$ cat src/rtl/qkv_mem_port_sched.sv
// Phase scheduler and port arbiter for one single-port Q/K/V projection SRAM.
// Three requesters share the SRAM: projection writer (P), attention reader (A)
// and host (H). Only one requester is legal per phase, so arbitration reduces
// to a phase-qualified grant. Read returns are tagged with their requester
// through a READ_LAT-deep tag pipeline that tracks the SRAM read latency.
module qkv_mem_port_sched #(
  parameter int ADDR_W   = 7,
  parameter int DATA_W   = 128,
  parameter int READ_LAT = 2
) (
  input  logic              clk_i,
  input  logic              rst_ni,
  input  logic              start_i,
  input  logic              proj_done_i,
  input  logic              attn_done_i,
  input  logic              p_req_i,
  input  logic [ADDR_W-1:0] p_addr_i,
  input  logic [DATA_W-1:0] p_wdata_i,
  output logic              p_gnt_o,
  input  logic              a_req_i,
  input  logic [ADDR_W-1:0] a_addr_i,
  output logic              a_gnt_o,
  input  logic              h_req_i,
  input  logic              h_we_i,
  input  logic [ADDR_W-1:0] h_addr_i,
  input  logic [DATA_W-1:0] h_wdata_i,
  output logic              h_gnt_o,
  output logic              mem_web_o,
  output logic [ADDR_W-1:0] mem_addr_o,
  output logic [DATA_W-1:0] mem_din_o,
  input  logic [DATA_W-1:0] mem_dout_i,
  output logic              rd_valid_o,
  output logic [1:0]        rd_tag_o,
  output logic [DATA_W-1:0] rd_data_o,
  output logic [1:0]        phase_o,
  output logic              attn_start_o,
  output logic [2:0]        err_o,
  output logic [15:0]       wr_cnt_o,
  output logic [15:0]       rd_cnt_o
);

  typedef enum logic [1:0] {
    ST_IDLE = 2'd0,
    ST_PROJ = 2'd1,
    ST_ATTN = 2'd2,
    ST_DONE = 2'd3
  } phase_e;

  localparam logic [1:0] TAG_NONE = 2'b00;
  localparam logic [1:0] TAG_A    = 2'b01;
  localparam logic [1:0] TAG_H    = 2'b10;

  phase_e      phase_q, phase_d;
  logic        pend_q, pend_d;          // attn_done seen while A reads still in flight
  logic        attn_start_q, attn_start_d;
  logic [2:0]  err_q, err_d;
  logic [15:0] wr_cnt_q, wr_cnt_d;
  logic [15:0] rd_cnt_q, rd_cnt_d;
  logic [1:0]  tag_q [READ_LAT];
  logic [1:0]  tag_in;

  logic        host_ok;
  logic [2:0]  illegal;
  logic        a_busy;

  // Phase-qualified grants and illegal-request detection
  always_comb begin
    host_ok = (phase_q == ST_IDLE) || (phase_q == ST_DONE);
    p_gnt_o = p_req_i && (phase_q == ST_PROJ);
    a_gnt_o = a_req_i && (phase_q == ST_ATTN);
    h_gnt_o = h_req_i && host_ok;
    illegal = {h_req_i && !host_ok,
               a_req_i && (phase_q != ST_ATTN),
               p_req_i && (phase_q != ST_PROJ)};
  end

  // SRAM port mux; with no grant the port performs a harmless read of word 0
  always_comb begin
    mem_web_o  = 1'b1;
    mem_addr_o = '0;
    mem_din_o  = '0;
    if (p_gnt_o) begin
      mem_web_o  = 1'b0;
      mem_addr_o = p_addr_i;
      mem_din_o  = p_wdata_i;
    end else if (a_gnt_o) begin
      mem_addr_o = a_addr_i;
    end else if (h_gnt_o) begin
      mem_web_o  = ~h_we_i;
      mem_addr_o = h_addr_i;
      mem_din_o  = h_wdata_i;
    end
  end

  // Tag entering the return pipeline for this cycle's access
  always_comb begin
    tag_in = TAG_NONE;
    if (a_gnt_o)                 tag_in = TAG_A;
    else if (h_gnt_o && !h_we_i) tag_in = TAG_H;
  end

  // A read counts as in flight until the cycle its data returns; the stage
  // holding a returning read is excluded so DONE follows the last rd_valid.
  always_comb begin
    a_busy = a_gnt_o;
    for (int i = 0; i < READ_LAT - 1; i++) begin
      if (tag_q[i] == TAG_A) a_busy = 1'b1;
    end
  end

  // Tag pipeline first stage
  always_ff @(posedge clk_i or negedge rst_ni) begin
    if (!rst_ni) tag_q[0] <= TAG_NONE;
    else         tag_q[0] <= tag_in;
  end

  generate
    for (genvar gi = 1; gi < READ_LAT; gi++) begin : g_tag_stage
      // Tag pipeline stage gi shifts from stage gi-1
      always_ff @(posedge clk_i or negedge rst_ni) begin
        if (!rst_ni) tag_q[gi] <= TAG_NONE;
        else         tag_q[gi] <= tag_q[gi-1];
      end
    end
  endgenerate

  // Next-state logic: phase sequencing, error flags and run counters
  always_comb begin
    phase_d      = phase_q;
    pend_d       = pend_q;
    attn_start_d = 1'b0;
    err_d        = err_q | illegal;
    wr_cnt_d     = (p_gnt_o && (wr_cnt_q != 16'hFFFF)) ? wr_cnt_q + 16'd1 : wr_cnt_q;
    rd_cnt_d     = (a_gnt_o && (rd_cnt_q != 16'hFFFF)) ? rd_cnt_q + 16'd1 : rd_cnt_q;
    case (phase_q)
      ST_IDLE, ST_DONE: begin
        if (start_i) begin
          phase_d  = ST_PROJ;
          err_d    = illegal;
          wr_cnt_d = '0;
          rd_cnt_d = '0;
          pend_d   = 1'b0;
        end
      end
      ST_PROJ: begin
        if (proj_done_i) begin
          phase_d      = ST_ATTN;
          attn_start_d = 1'b1;
        end
      end
      ST_ATTN: begin
        if ((pend_q || attn_done_i) && !a_busy) begin
          phase_d = ST_DONE;
          pend_d  = 1'b0;
        end else if (attn_done_i) begin
          pend_d = 1'b1;
        end
      end
      default: phase_d = ST_IDLE;
    endcase
  end

  // State registers
  always_ff @(posedge clk_i or negedge rst_ni) begin
    if (!rst_ni) begin
      phase_q      <= ST_IDLE;
      pend_q       <= 1'b0;
      attn_start_q <= 1'b0;
      err_q        <= '0;
      wr_cnt_q     <= '0;
      rd_cnt_q     <= '0;
    end else begin
      phase_q      <= phase_d;
      pend_q       <= pend_d;
      attn_start_q <= attn_start_d;
      err_q        <= err_d;
      wr_cnt_q     <= wr_cnt_d;
      rd_cnt_q     <= rd_cnt_d;
    end
  end

  assign rd_valid_o   = (tag_q[READ_LAT-1] != TAG_NONE);
  assign rd_tag_o     = tag_q[READ_LAT-1];
  assign rd_data_o    = mem_dout_i;
  assign phase_o      = phase_q;
  assign attn_start_o = attn_start_q;
  assign err_o        = err_q;
  assign wr_cnt_o     = wr_cnt_q;
  assign rd_cnt_o     = rd_cnt_q;

endmodule

$ cat config.mk
export PLATFORM = sky130hd
export DESIGN_NAME = qkv_mem_port_sched
export DESIGN_NICKNAME = d
export VERILOG_FILES = /design/src/rtl/qkv_mem_port_sched.sv
export SDC_FILE = /design/constraint.sdc
export NUM_CORES = 1
export LEC_CHECK = 0
export BUFFER_PORTS_ARGS = -buffer_cell sky130_fd_sc_hd__buf_2
export CORE_AREA = 4 4 280 282
export DETAILED_ROUTE_END_ITERATION = 12
export DIE_AREA = 0 0 284 286
export GPL_TIMING_DRIVEN = 0
export SETUP_SLACK_MARGIN = 0.2
export SYNTH_ARGS = -nofsm -noshare
export SYNTH_HDL_FRONTEND = slang
export SYNTH_SLANG_ARGS = --single-unit
$ cat constraint.sdc
create_clock -name clk_i -period 4.46 [get_ports clk_i]
set_input_delay 0.223 -clock clk_i [delete_from_list [all_inputs] [get_ports clk_i]]
set_output_delay 0.223 -clock clk_i [all_outputs]
set_load 0.005 [all_outputs]
# After elaboration in Yosys (flattened, before gate mapping)
# Index checks and enable logic that the tools add are counted.
dict set report totals {
  regBits 43
  input_bits 414
  out_inout_bits 308
  word_cells 75
}
dict set report op_classes {
  add_sub_neg 2
  eq_ne 12
  mux 30
  n_bitwise 2
  n_reduce_logical 21
}
# operator count
set op_table {}
lappend op_table {{$mux W128} 3}
lappend op_table {{$mux W16} 6}
lappend op_table {{$add A16 B1 Y16 const B} 2}
lappend op_table {{$ne A16 B16 Y1 const B} 2}
lappend op_table {{$mux W7} 3}
lappend op_table {{$logic_and A1 B1 Y1} 10}
lappend op_table {{$mux W2} 5}
lappend op_table {{$mux W1} 9}
lappend op_table {{$mux W3} 2}
lappend op_table {{$ne A2 B2 Y1 const B} 3}
lappend op_table {{$pmux W2 S3} 1}
lappend op_table {{$reduce_and A3 Y1} 2}
lappend op_table {{$eq A2 B1 Y1 const B} 2}
lappend op_table {{$eq A2 B2 Y1 const B} 2}
lappend op_table {{$ne A2 B1 Y1 const B} 2}
lappend op_table {{$reduce_bool A2 Y1} 2}
lappend op_table {{$logic_not A1 Y1} 3}
lappend op_table {{$ne A3 B2 Y1 const B} 1}
lappend op_table {{$or A3 B3 Y3} 1}
lappend op_table {{$logic_not A2 Y1} 1}
lappend op_table {{$logic_or A1 B1 Y1} 2}
lappend op_table {{$pmux W1 S2} 1}
lappend op_table {{$reduce_or A2 Y1} 1}
lappend op_table {{$not A1 Y1} 1}

# Longest topological paths before layout
# Gate-level depths: netlist of the first run.
dict set report depth {
  depth_word 7
  depth_mapped 8
  depth_no_buf 7
}

# Least setup slack after synthesis of the first run
# No wires, ideal clock.
dict set report synth_path {
  path_kind {reg2out}
  from {reg phase_q[0] (netlist: phase_o[0])}
  to {out mem_din_o[100]}
  arrival_ns 1.818
  required_ns 4.237
  path_slack_ns 2.419
  stages_incl_launch_ff 9
  n_path_buf 2
  path_cell_list {dfrtp_1 -> inv_1 -> ha_1 -> and2_1 -> and2_1 -> clkbuf_1 -> buf_1 -> nand3_1 -> nand2_1}
}
dict set report synth_between {
  elab_chain_len 6
  word_cells_on_any_way 11
  classes_between {eq/ne (3); mux (3); reduce/logical (5)}
}
# item line
set synth_lines {}
lappend synth_lines {{from (decl)} 53} ;# phase_e phase_q, phase_d;
lappend synth_lines {{from (signal assigned)} 173} ;# phase_q <= phase_d;
lappend synth_lines {{$eq A2 B2 Y1 / $logic_not A2 Y1 (equally long branches)} 68} ;# host_ok = (phase_q == ST_IDLE) || (phase_q == ST_DONE);
lappend synth_lines {{$logic_or A1 B1 Y1 (*)} 68}
lappend synth_lines {{$logic_and A1 B1 Y1 (*)} 71} ;# h_gnt_o = h_req_i && host_ok;
lappend synth_lines {{net h_gnt_o} 27} ;# output logic h_gnt_o,
lappend synth_lines {{$mux W128 (*)} 88} ;# end else if (h_gnt_o) begin
lappend synth_lines {{$mux W128 (*)} 86} ;# end else if (a_gnt_o) begin
lappend synth_lines {{$mux W128 (*)} 82} ;# if (p_gnt_o) begin
lappend synth_lines {{to (decl)} 30} ;# output logic [DATA_W-1:0] mem_din_o,
# Mark *: on every way through the listed nets, which the timed path passes. The rest lies on a longest branch.

# Final worst setup path of the first run
dict set report layout_path {
  from {reg phase_q[0] (netlist: phase_o[0])}
  to {out mem_din_o[9]}
}
dict set report layout_between {
  elab_chain_len 6
  word_cells_on_any_way 11
  classes_between {eq/ne (3); mux (3); reduce/logical (5)}
}
# item line
set layout_lines {}
lappend layout_lines {{$eq A2 B2 Y1 / $logic_not A2 Y1 (equally long branches)} 68}
lappend layout_lines {{$logic_or A1 B1 Y1} 68}
lappend layout_lines {{$logic_and A1 B1 Y1} 71}
lappend layout_lines {{$mux W128} 88}
lappend layout_lines {{$mux W128} 86}
lappend layout_lines {{$mux W128 (*)} 82}
# Mark *: on every way between the ends. The rest lies on a longest branch, timed or not.

==> results.cfg, run 1 <==
[die]
die_area_um2 = 81200
die_h_um = 286
start_util_pct = 6.85
die_x_um = 284
rows = 101
io_pins = 722
core-area_um2 = 75700

[synthesis]
synth_top_area_share_pct = 20.8
synth.most_common_cell = nand2_1
yosysSeqAreaShare_pct = 20.8
syn-cell-area_um2 = 5180
ys_warn_count = 0
post_synth_inst_count = 827
avgSynthCellArea_um2 = 6.27
synth_top_flop_cell = dfrtp_1
synthTopCellsByCount = 283 x nand2_1, 138 x nand3_1, 132 x buf_4
synth_top_area_cell = dfrtp_1
synth_seq_cells = 43
ys_async_sr_fraction_pct = 100
synth_edf_count = 0
synthDistinctLibCells = 45
synth.area.top_cells = dfrtp_1 21%, nand2_1 20%, buf_4 19%, nand3_1 13%, clkbuf_1 3.4%
synthesis.nets = 1246

[clock_network]
clk_pin_slew_worst_paths_ns = 0.06
cts-root-buf = clkbuf_16
cts_num_sinks = 43
cts_tree = yes
hold_buffers = 0
htree_levels = 2
clock_latency_ns = 0.28
clk_path_buf_depth = 2
cts_made_buffers = 5

[critical_path]
cpPeakStageDelay_ns = 0.78
required_ns = 4.24
endpoint_kind = primary output
r2r_slack_ns = 1.47
worst_path_max_delay_cell = clkbuf_1
worstSetupPathType = reg -> out
crit_chain = inv_1, ha_1, and2_1, and2_1, clkbuf_1, clkbuf_1, nand3_1, nand2_1, buf_2
worstPathArrival_ns = 3.52
critPathLaunchType = register
worstPathMaxFanout = 11
crit_family = buffers and inverters
crit_buf_inv = 4

[detailed_routing]
first_pass_iters = 5
vias_per_cell = 3.41
antenna_left = 0
postRouteWirelength_um = 48000
routedWlPerCell_um = 19.8
drtIter0Drc = 534
vias = 8269
drc = 0

[power]
ir_worst_vdd_v = 0.000254
powerDensity_nw_per_um2 = 362
p_leak_nw = 5.35

[global_route]
grt_max_degree = 44
gr-total-overflow = 0
grt_pass1_vias = 8142
grt_pass1_wl_um = 62700
antenna_found_initial = 40
grt_use_total_pct = 10.8

[timing]
slew_viol_final = 0
setup_viol = 0
clock_skew_ns = 0.00295
rsz0062_at_grt = no
worstMarginPinSlew_ns = 1.20
max_slew_margin_pct = 20.3
hold_viol = 0
min_period_ns = 3.75
period_share_pct = 84.0
fmax_mhz = 267
setup_tns_ns = 0

[final_layout]
fin_cells = 2428
fillers = 8825
multi_input_area_um2 = 2880
regArea_um2 = 1080
finish.net_count = 1847
drive_above_1_share_pct = 52.0
syn2layout_area_growth_pct = 84.9

[placement]
hpwlAfterDp_um = 43400
io_buffers = 593
dp.cells = 2399
gp_congestion = 0.924

[run]
cap_viol_max_count = 0

[min_path]
worstHoldPathType = in -> async

[outcome]
outcome = finished clean
-- per-stage QoR --
stage	instance area, um2	utilization [%]	hold WS (ns)	setup slack [ns]	total power [mW]
6_report	9580	12.7	0.0980	0.714	3.47
5_1_grt	9550	12.6	0.181	0.250	3.77
3_3_place_gp	9380	12.4	0.353	0.323	3.15
4_1_cts	9530	12.6	0.133	0.212	3.53
2_1_floorplan	5180	-	-0.0726	2.42	1.70
3_5_place_dp	9380	12.4	0.353	0.525	3.15
-- logic make-up after synthesis --
family	Yosys count	synth area share, %
AND/OR/NAND/NOR	507	44.1
buffers and inverters	195	23.7
AO/OA/AOI/OAI	75	9.87
flip-flops	43	20.8
adder cells (fa/ha/maj)	5	1.21
multiplexers	2	0.386
-- metal layers --
layer  vias to the layer above  track usage [%]  routed length, um
met3                        79             3.25               5160
li1                       3901                -                  -
met5                         -                0                 52
met4                         8             5.56               2720
met2                       523             15.2              19500
met1                      3758             14.9              20600
-- cell type report --
class / count / share of cell area, %
Timing Repair Buffer: 594 / 31.0
Multi-Input combinational cell: 589 / 30.0
Tap cell: 978 / 12.8
Buffer: 183 / 12.4
Sequential cell: 43 / 11.2
Clock buffer: 6 / 1.45
Antenna cell: 22 / 0.574
Inverter: 12 / 0.470
Clock inverter: 1 / 0.0522
-- registers in the layout (all words and copies together), names as in the netlist --
register / cells
rd_cnt_o: 16
wr_cnt_o: 16
err_o: 3
phase_o: 2
rd_tag_o: 2
tag_q: 2
attn_start_o: 1
pend_q: 1
-- worst paths after layout --
| kind | to | startpoint | cells past startpoint |
|---|---|---|---|
| setup / recovery | mem_din_o[9] | phase_o[0] | 9 |
| hold / removal | wr_cnt_o[13] | rst_ni | 1 |
| setup reg to reg | tag_q[3] | phase_o[0] | 7 |
| hold reg to reg | rd_tag_o[0] | tag_q[2] | 0 |
| max in group asynchronous | rd_tag_o[1] | rst_ni | 1 |
| min in group clk_i | attn_start_o | proj_done_i | 2 |
-- power breakdown --
part | total (mW) | leakage (nW) | switching [mW] | internal (mW)
clock | 0.364 | 0.0729 | 0.146 | 0.219
combinational | 2.62 | 4.70 | 1.64 | 0.972
sequential | 0.490 | 0.581 | 0.0466 | 0.443
-- placed cells by master (no fill, tap or decap), drive strengths merged, types with 5 or more instances in the layout --
cell type,n
buf,729
nand2,283
nand3,138
clkbuf,54
dfrtp,43
diode,22
nor2,20
a21oi,19
or4,15
nand4,13
inv,11
o21ai,11
o31ai,11
or3,9
o211ai,9
a221oi,7
and2,6
nor3,6
nor4,6
ha,5
-- what timing repair did --
item | 4_1_cts | 5_1_grt
setup buffers | 0 | 0
resized for setup | 0 | 3
hold endpoints to repair | 0 | 0
endpoints found under the setup margin | 0 | 8
(Power assumes the default switching activity.)
==> inputs of run 2 (changes only) <==
- clock period: 4.46 -> 3.8 ns (I/O delays scaled with it)
==> results.cfg, run 2 (synthesis results as in run 1) <==
[clock_network]
cts-root-buf = clkbuf_16
cts_tree = yes
clk_pin_slew_worst_paths_ns = 0.06
clock_latency_ns = 0.29
clk_path_buf_depth = 2
cts_made_buffers = 5
htree_levels = 2
cts_num_sinks = 43

[critical_path]
worst_path_max_delay_cell = clkbuf_1
required_ns = 3.61
worstPathArrival_ns = 3.18
worstSetupPathType = reg -> out
crit_chain = inv_1, ha_1, nand2_2, clkbuf_1, clkbuf_1, nand3_1, nand2_1, buf_2
worstPathMaxFanout = 10
cpPeakStageDelay_ns = 0.75
path_common_cell = clkbuf_1
endpoint_kind = primary output
critPathLaunchType = register

[timing]
clock_skew_ns = 0.00483
fmax_mhz = 297
setup_viol = 0
slew_viol_final = 0
hold_viol = 0
worstMarginPinSlew_ns = 1.07
period_share_pct = 88.6
min_period_ns = 3.37
rsz0062_at_grt = no
max_slew_margin_pct = 29.0
setup_tns_ns = 0

[placement]
io_buffers = 593
hpwlAfterDp_um = 43400
gp_congestion = 0.924
placed_area_um2 = 9380

[final_layout]
regArea_um2 = 1080
drive_above_1_share_pct = 52.6
fin_area_um2 = 9590
fillers = 8826
layout_common_cells = 594 x buf_2, 282 x nand2_1, 138 x nand3_1, 133 x buf_4, 43 x dfrtp_1
finish.net_count = 1847
final_common_cell = buf_2
syn2layout_area_growth_pct = 85.0
multi_input_area_um2 = 2880

[detailed_routing]
wl_met1_um = 21000
dr_wl_met3_um = 4810
postRouteWirelength_um = 48000
first_pass_iters = 5
drtIter0Drc = 540
drc = 0
antenna_left = 0
dr.max_layer_used = met5
vias_per_cell = 3.40
routedWlPerCell_um = 19.8
route.met2.wl_um = 19600
vias = 8254

[global_route]
antenna_found_initial = 40
grt_pass1_wl_um = 62700
grt_max_degree = 44
grt_pass1_vias = 8144
grt_use_total_pct = 10.8
gr-total-overflow = 0

[die]
die_h_um = 286
start_util_pct = 6.85
die_area_um2 = 81200
core-area_um2 = 75700
rows = 101
io_pins = 722
die_x_um = 284

[power]
p_leak_nw = 5.37
powerDensity_nw_per_um2 = 426
ir_worst_vdd_v = 0.000296
total_power_mw = 4.08

[outcome]
outcome = finished clean

[min_path]
worstHoldPathType = in -> async

[run]
cap_viol_max_count = 0
## run 2: changes by cell type in the layout (fill, tap and decap cells not counted), sizes merged
cell,before,now
diode,22,19
buf,729,730
clkbuf,54,53
clkinv,2,1
clkinvlp,0,1
## run 2: layer usage
metal  up-vias  global-route usage (%)
met3        77                    3.25
met2       533                    15.2
met1      3743                    14.9
met4         8                    5.56
li1       3893                       -
met5         -                       0
## run 2: area by class of cell
| class | instances | share of cell area, % |
|---|---|---|
| sequential | 43 | 11.2 |
| antenna | 19 | 0.496 |
| buffer | 183 | 12.4 |
| clock inverter | 1 | 0.0522 |
| timing repair buffer | 594 | 31.0 |
| clock buffer | 6 | 1.45 |
| tap | 978 | 12.8 |
| multi-input combinational | 589 | 30.0 |
| inverter | 12 | 0.509 |
## run 2: path summary, 6_finish.rpt
check / end / slack [ns] / start / cells after the start
worst min-delay path: wr_cnt_o[13] / 0.07 / rst_ni / 1
min in group clk_i: attn_start_o / 0.13 / proj_done_i / 2
max in group asynchronous: rd_tag_o[1] / 3.11 / rst_ni / 1
worst min register to register: rd_tag_o[0] / 0.37 / tag_q[2] / 0
worst max register to register: rd_cnt_o[3] / 1.19 / phase_o[0] / 8
worst max-delay path: mem_din_o[28] / 0.43 / phase_o[1] / 8
## run 2: timing repair
action,CTS,global route
setup buffers,0,0
hold buffers,0,0
setup endpoints to repair,121,54
resized for setup,4,10
gates cloned,0,0
hold endpoints to repair,0,0
## run 2: through the flow
step	hold slack [ns]	worst slack (ns)	util (%)	instances
after floorplan	-0.106	1.79	-	827
after detailed placement	0.353	-0.102	12.4	2399
after CTS	0.0995	0.215	12.6	2406
after global routing	0.148	0.244	12.6	2415
final	0.0660	0.433	12.7	2425
after global placement	0.353	-0.304	12.4	2398
## run 2: worst max-delay path: cells and delay by family (launching register included)
kind	cells	cell delay, ns
adders and majority gates	1	0.25
and+or+nand+nor	3	0.69
buffers and inverters	4	1.55
DFF	1	0.37
## run 2: where the power goes
part | switching (mW) | leakage (nW) | internal (mW) | total [mW]
clock | 0.170 | 0.0728 | 0.256 | 0.427
sequential | 0.0546 | 0.581 | 0.520 | 0.575
combinational | 1.93 | 4.72 | 1.15 | 3.08
